## src/rtl/clock_select_pkg.sv

```systemverilog
// Purpose : shared types and selector-code decode for the processor clock selector.
// Latency : n/a (types and pure functions only).
// Backpressure: n/a.
package clock_select_pkg;

    typedef enum logic [1:0] {
        RUN      = 2'd0,
        DRAIN    = 2'd1,
        WAIT_NEW = 2'd2
    } state_t;

    // All-ones selector code; the top truncates it to its selector width.
    // It is always out of range, so it decodes as stop.
    localparam logic [31:0] STOP_CODE = '1;

    function automatic logic is_channel(input int unsigned code, input int unsigned n_ch);
        return code < n_ch;
    endfunction

    function automatic logic is_full(input int unsigned code, input int unsigned n_ch);
        return code == n_ch;
    endfunction

    function automatic logic is_step(input int unsigned code, input int unsigned n_ch);
        return code == n_ch + 1;
    endfunction

    function automatic logic is_stop(input int unsigned code, input int unsigned n_ch);
        return code > n_ch + 1;
    endfunction

endpackage

```

## src/rtl/clock_select_gen_sync.sv

```systemverilog
// Purpose : multi-flop synchroniser for one asynchronous bit, with rising-edge detect.
// Latency : level follows d after STAGES clock edges; rise is combinational on the synced level.
// Backpressure: none.
// Ports: clock/reset (async, active-high), d (async input), level (synced), rise (one-cycle pulse).
module sync_edge #(
    parameter int STAGES = 2
) (
    input  logic clock,
    input  logic reset,
    input  logic d,
    output logic level,
    output logic rise
);

    logic [STAGES-1:0] r_sync;
    logic              r_prev;

    always_ff @(posedge clock or posedge reset) begin
        if (reset) begin
            r_sync <= '0;
            r_prev <= 1'b0;
        end else begin
            r_sync <= {r_sync[STAGES-2:0], d};
            r_prev <= r_sync[STAGES-1];
        end
    end

    assign level = r_sync[STAGES-1];
    assign rise  = r_sync[STAGES-1] & ~r_prev;

endmodule

```

## src/rtl/clock_select_gen.sv

```systemverilog
// Purpose : glitch-free selection of a processor clock (slow channel, full speed, single step or stop).
// Latency : channel edge reaches clock_out SYNC_STAGES+1 cycles later; switches take drain + wait-new time.
// Backpressure: none; sel changes are absorbed by the switch protocol (busy high while it runs).
// Ports: clock, reset (async, active-high); clk_in[N_CH], sel, step (async key) in;
//        clock_out, tick, busy, active_sel out, all registered in the clock domain.
module clock_select_gen
    import clock_select_pkg::*;
#(
    parameter int N_CH           = 8,
    parameter int SEL_W          = 4,
    parameter int SYNC_STAGES    = 2,
    parameter int STEP_HIGH      = 4,
    parameter int SWITCH_TIMEOUT = 1024
) (
    input  logic             clock,
    input  logic             reset,
    input  logic [N_CH-1:0]  clk_in,
    input  logic [SEL_W-1:0] sel,
    input  logic             step,
    output logic             clock_out,
    output logic             tick,
    output logic             busy,
    output logic [SEL_W-1:0] active_sel
);

    localparam int              CNT_W  = $clog2(SWITCH_TIMEOUT + 1);
    localparam int              STEP_W = $clog2(STEP_HIGH + 1);
    localparam int              PAD_W  = 2 ** SEL_W;
    localparam logic [SEL_W-1:0] L_STOP = STOP_CODE[SEL_W-1:0];

    // Synchronised inputs. Channel selection works on levels only, so the
    // per-channel rise pulses are left unused.
    logic [N_CH-1:0]  w_clk_lvl;
    logic [N_CH-1:0]  w_unused_clk_rise;
    logic             w_step_lvl;
    logic             w_step_rise;
    logic [PAD_W-1:0] w_lvl_pad;

    for (genvar g = 0; g < N_CH; g++) begin : g_sync
        sync_edge #(.STAGES(SYNC_STAGES)) u_sync (
            .clock (clock),
            .reset (reset),
            .d     (clk_in[g]),
            .level (w_clk_lvl[g]),
            .rise  (w_unused_clk_rise[g])
        );
    end

    sync_edge #(.STAGES(SYNC_STAGES)) u_step_sync (
        .clock (clock),
        .reset (reset),
        .d     (step),
        .level (w_step_lvl),
        .rise  (w_step_rise)
    );

    // Zero-extended to the full code space so any selector code indexes safely.
    assign w_lvl_pad = PAD_W'(w_clk_lvl);

    state_t             r_state, w_state_n;
    logic [SEL_W-1:0]   r_active, w_active_n;
    logic [SEL_W-1:0]   r_pending, w_pending_n;
    logic [CNT_W-1:0]   r_cnt, w_cnt_n;
    logic [STEP_W-1:0]  r_step_cnt, w_step_cnt_n, w_step_cnt_follow;
    logic               r_clock_out, w_clock_out_n;
    logic               r_tick, r_busy;
    logic               w_follow, w_new_low, w_timeout;

    // Next clock_out level if we keep following the active source.
    always_comb begin
        w_follow          = 1'b0;
        w_step_cnt_follow = r_step_cnt;
        if (is_channel(32'(r_active), N_CH)) begin
            w_follow = w_lvl_pad[r_active];
        end else if (is_full(32'(r_active), N_CH)) begin
            w_follow = ~r_clock_out;
        end else if (is_step(32'(r_active), N_CH)) begin
            // r_step_cnt holds the high cycles still owed after the current one;
            // step edges arriving while high are simply not looked at.
            if (r_clock_out) begin
                if (r_step_cnt != '0) begin
                    w_follow          = 1'b1;
                    w_step_cnt_follow = r_step_cnt - STEP_W'(1);
                end
            end else if (w_step_lvl && w_step_rise) begin
                w_follow          = 1'b1;
                w_step_cnt_follow = STEP_W'(STEP_HIGH - 1);
            end
        end
    end

    // Step, full-speed and stop targets have no level of their own to wait for.
    assign w_new_low = is_channel(32'(r_pending), N_CH) ? ~w_lvl_pad[r_pending] : 1'b1;
    assign w_timeout = (r_cnt == CNT_W'(SWITCH_TIMEOUT - 1));

    always_comb begin
        w_state_n     = r_state;
        w_active_n    = r_active;
        w_pending_n   = r_pending;
        w_cnt_n       = r_cnt + CNT_W'(1);
        w_step_cnt_n  = r_step_cnt;
        w_clock_out_n = 1'b0;
        unique case (r_state)
            RUN: begin
                w_cnt_n       = '0;
                w_clock_out_n = w_follow;
                w_step_cnt_n  = w_step_cnt_follow;
                if (sel != r_active) begin
                    w_pending_n = sel;
                    w_state_n   = DRAIN;
                end
            end
            DRAIN: begin
                w_pending_n = sel;
                if (r_clock_out && !w_timeout) begin
                    // Let the current high phase finish on the old source.
                    w_clock_out_n = w_follow;
                    w_step_cnt_n  = w_step_cnt_follow;
                end else begin
                    w_state_n = WAIT_NEW;
                    w_cnt_n   = '0;
                end
            end
            WAIT_NEW: begin
                if (w_new_low || w_timeout) begin
                    w_active_n = r_pending;
                    w_state_n  = RUN;
                    w_cnt_n    = '0;
                end
            end
            default: begin
                w_state_n = RUN;
                w_cnt_n   = '0;
            end
        endcase
    end

    always_ff @(posedge clock or posedge reset) begin
        if (reset) begin
            r_state     <= RUN;
            r_active    <= L_STOP;
            r_pending   <= L_STOP;
            r_cnt       <= '0;
            r_step_cnt  <= '0;
            r_clock_out <= 1'b0;
            r_tick      <= 1'b0;
            r_busy      <= 1'b0;
        end else begin
            r_state     <= w_state_n;
            r_active    <= w_active_n;
            r_pending   <= w_pending_n;
            r_cnt       <= w_cnt_n;
            r_step_cnt  <= w_step_cnt_n;
            r_clock_out <= w_clock_out_n;
            r_tick      <= w_clock_out_n & ~r_clock_out;
            r_busy      <= (w_state_n != RUN);
        end
    end

    assign clock_out  = r_clock_out;
    assign tick       = r_tick;
    assign busy       = r_busy;
    assign active_sel = r_active;

endmodule
```

## config.mk

```make
export PLATFORM = sky130hd
export DESIGN_NAME = clock_select_gen
export DESIGN_NICKNAME = d
export VERILOG_FILES = /design/src/rtl/clock_select_pkg.sv /design/src/rtl/clock_select_gen_sync.sv /design/src/rtl/clock_select_gen.sv
export SDC_FILE = /design/constraint.sdc
export NUM_CORES = 1
export LEC_CHECK = 0
export ABC_AREA = 1
export CAP_MARGIN = 10
export CORE_MARGIN = 2
export CORE_UTILIZATION = 30
export DETAILED_ROUTE_END_ITERATION = 12
export SLEW_MARGIN = 20
export SYNTH_ARGS = -nofsm -noshare
export SYNTH_HDL_FRONTEND = slang
export SYNTH_SLANG_ARGS = --single-unit
```

## constraint.sdc

```tcl
create_clock -name clock -period 1.8 [get_ports clock]
set_input_delay 0.45 -clock clock [delete_from_list [all_inputs] [get_ports clock]]
set_output_delay 0.45 -clock clock [all_outputs]
set_load 0.05 [all_outputs]
```

==> flow_summary_export.csv <==
group,metric,value,unit
status,outcome,"finished clean",
floorplanning,die_h,87.5,um
setup_path,worst-endpoint-arrival,1.16,ns
pwr,cell_leakage_power,1.18,nW
clocking,cts_sinks,46,
clocking,post_cts_setup_buffer_count,0,
setup_path,cp_data_required_time,1.35,ns
synthesis,async_flop_share,100,%
synthesis,ys_types,28,
route,drt-vias-per-instance,4.43,
route,post-route-drc-count,0,
floorplanning,core-area,6760,um2
place,place_worst_setup_slack,-0.0312,ns
global_routing,grt_start_max_net_pins,47,
place,placement.cell_area,2500,um2
job,maxCapViolCount,0,
timing,tightestPinTransition,0.282,ns
clocking,cts.root.buffer_cell,"sky130_fd_sc_hd__clkbuf_8",
floorplanning,design.die.area,7650,um2
clocking,ctsLongestPathBuffers,2,
global_routing,gr-total-overflow,0,
clocking,cts_buffers,5,
setup_path,timing.rr.start,"active_sel[1]$_DFFE_PP1P_",
setup_path,worst_setup_path_start_kind,"register",
timing,report.final.setup_viol,0,
clocking,cts.hold.buffers_added,0,
setup_path,timing_startpoint_of_the_critical_path,"active_sel[0]$_DFFE_PP1P_",
floorplanning,initial_core_util,30.9,%
pwr,power_density,1500,nW/um2
route,drt-total-wl,3810,um
timing,worst_slew_margin_rel,81.2,%
timing,finalClockSkew,0.00652,ns
synthesis,synth_seq_area_share,55.5,%
setup_path,number_of_cells_traversed_by_the_worst_register_to_register_path,8,
setup_path,endpoint,"active_sel[0]",
synthesis,synth_seq_cells,46,
place,globalplace.congestion,0.886,
clocking,ctsResizeCount,0,
synthesis,synth_warnings,0,
timing,max_freq,0.622,GHz
setup_path,crit-reg2reg-capture,"r_pending[1]$_DFFE_PP1P_",
route,wl_per_cell,11.3,um
route,final_antenna_violating_net_count,0,
final_layout,fraction_of_final_layout_cells_sized_beyond_drive_strength_1,21.4,%
global_routing,grtUsageTotal,11.1,%
final_layout,final_cell_area,2620,um2
synthesis,number_of_flops_mapped_to_enable_cells_by_yosys,0,
timing,timing.final.ws_setup,0.193,ns
synthesis,syn_nets,245,
global_routing,wire_length_of_the_first_global_routing_pass,6520,um
clocking,cts_htree_levels,2,
synthesis,synthesis.area,2090,um2
setup_path,crit_path_category,"register to output port",
timing,slew_viol_final,0,
place,numPortBuffers,21,
clocking,clock_latency,0.30,ns
final_layout,area_growth_syn_to_layout,25.1,%
synthesis,synthFlopType,"sky130_fd_sc_hd__dfrtp_1",
setup_path,critPathMaxFanout,7,
worst_hold_path,min_path_type,"register to register",
global_routing,grt_pass1_vias,1418,
pwr,ir_worst_vdd,494,uV
route,drt-pass1-iter-count,4,
clocking,worst_setup_hold_path_clk_slew,0.08,ns
synthesis,synth.top_cells.by_count,"sky130_fd_sc_hd__nand2_1 (51), sky130_fd_sc_hd__dfrtp_1 (38), sky130_fd_sc_hd__inv_1 (26)",
synthesis,syn-mean-instance-area,9.38,um2
route,first_iter_violations,66,
synthesis,post-synth-top-area-fraction,45.5,%
floorplanning,floorplan_die_width,87.5,um
global_routing,antenna_found_initial,0,
clocking,tritoncts,"yes",
synthesis,netlist_instances,223,
timing,grt_setup_unrepaired,"false",
setup_path,regToRegSetupSlack,0.26,ns
setup_path,timing.critical_path.to_type,"output port",
timing,min_period,1.61,ns
timing,hold_viol,0,
route,detailroute.via_count,1492,
pwr,total_power,3.92,mW
final_layout,diodes,0,
final_layout,num-nets-final,278,
synthesis,synthTopCellsByArea,"sky130_fd_sc_hd__dfrtp_1 (45%), sky130_fd_sc_hd__dfstp_2 (10%), sky130_fd_sc_hd__nand2_1 (9.2%), sky130_fd_sc_hd__inv_1 (4.7%), sky130_fd_sc_hd__ha_1 (4.2%)",
synthesis,post-synth-top-count-cell,"sky130_fd_sc_hd__nand2_1",
synthesis,netlist.top_cell.by_area,"sky130_fd_sc_hd__dfrtp_1",
floorplanning,ios,22,
place,place_hpwl,2820,um
floorplanning,core.rowCount,30,
timing,final_min_period_over_clock_period,89.3,%
power breakdown:
group | switching, mW | internal (mW)
Clock | 0.337 | 0.414
Sequential | 0.168 | 1.30
Combinational | 1.04 | 0.672
placed cells by master (no fill, tap or decap), types with 2 or more instances in the layout:
master,count
sky130_fd_sc_hd__nor2_2,11
sky130_fd_sc_hd__nand3_1,16
sky130_fd_sc_hd__nor3_1,2
sky130_fd_sc_hd__a21oi_1,5
sky130_fd_sc_hd__xor2_1,7
sky130_fd_sc_hd__inv_2,4
sky130_fd_sc_hd__or2_2,2
sky130_fd_sc_hd__nand2_1,51
sky130_fd_sc_hd__o21ai_0,10
sky130_fd_sc_hd__inv_1,25
sky130_fd_sc_hd__xnor2_1,3
sky130_fd_sc_hd__clkdlybuf4s50_1,14
sky130_fd_sc_hd__ha_1,7
sky130_fd_sc_hd__nand2_2,5
sky130_fd_sc_hd__nand4_1,2
sky130_fd_sc_hd__clkbuf_8,5
sky130_fd_sc_hd__buf_12,7
sky130_fd_sc_hd__buf_4,7
sky130_fd_sc_hd__o21ai_1,5
sky130_fd_sc_hd__nor2_1,11
sky130_fd_sc_hd__dfrtp_1,38
sky130_fd_sc_hd__dfstp_2,8
routing by layer:
layer,wire [um],vias to the layer above,GRT usage [%]
met1,1870,693,15.0
met2,1720,33,16.9
met5,0,-,0
li1,-,759,-
met4,66,0,4.20
met3,151,7,2.84
kinds of logic after synthesis:
family                     count (synthesis)  share of synthesized area (%)
and+or+nand+nor                          105                           23.9
DFF                                       46                           55.5
buffers and inverters                     32                           6.28
AOI/OAI and AO/OA                         23                           5.86
xor gates and xnor gates                  10                           4.19
adders and majority gates                  7                           4.19
registers in the layout, indices dropped and copies added, names as in the netlist:
register	count
tick	1
r_step_cnt	3
g_sync.u_sync.r_sync	16
u_step_sync.r_sync	2
u_step_sync.r_prev	1
clock_out	1
active_sel	4
busy	1
r_state	2
r_cnt	11
r_pending	4
how the worst min path moves through the flow:
stage | start | endpoint | slack, ns | cells after the start
after floorplan | g_sync[0].u_sync.r_sync[0]$_DFF_PP0_ | g_sync[0].u_sync.r_sync[1]$_DFF_PP0_ | 0.33 | 0
after global routing | u_step_sync.r_sync[0]$_DFF_PP0_ | u_step_sync.r_sync[1]$_DFF_PP0_ | 0.36 | 0
after CTS | g_sync[3].u_sync.r_sync[0]$_DFF_PP0_ | g_sync[3].u_sync.r_sync[1]$_DFF_PP0_ | 0.35 | 0
after detailed placement | g_sync[3].u_sync.r_sync[0]$_DFF_PP0_ | g_sync[3].u_sync.r_sync[1]$_DFF_PP0_ | 0.34 | 0
final | g_sync[3].u_sync.r_sync[0]$_DFF_PP0_ | g_sync[3].u_sync.r_sync[1]$_DFF_PP0_ | 0.35 | 0
after global placement | g_sync[2].u_sync.r_sync[0]$_DFF_PP0_ | g_sync[2].u_sync.r_sync[1]$_DFF_PP0_ | 0.33 | 0
stage by stage:
stage               hold slack (ns)  util, %  setup TNS [ns]  cells
detailed placement            0.336     37.1         -0.0312    329
CTS                           0.355     38.7               0    337
global placement              0.333     37.1               0    329
finish                        0.351     38.7               0    337
global route                  0.363     38.7               0    337
floorplan                     0.331        -               0    223
cell type report:
class,instances,area [um2]
fillers,686,4140
flip-flops and latches,46,1160
multi-input cells,145,798
repair buffers,28,333
inverters,30,113
well taps,80,100
clock buffers,6,72.6
clock inverters,2,37.5
critical path, stage by stage (launching register included):
cell and delay [ns]:
sky130_fd_sc_hd__dfstp_2 0.56, sky130_fd_sc_hd__buf_4 0.16, sky130_fd_sc_hd__buf_12 0.14
(Power assumes the default switching activity.)
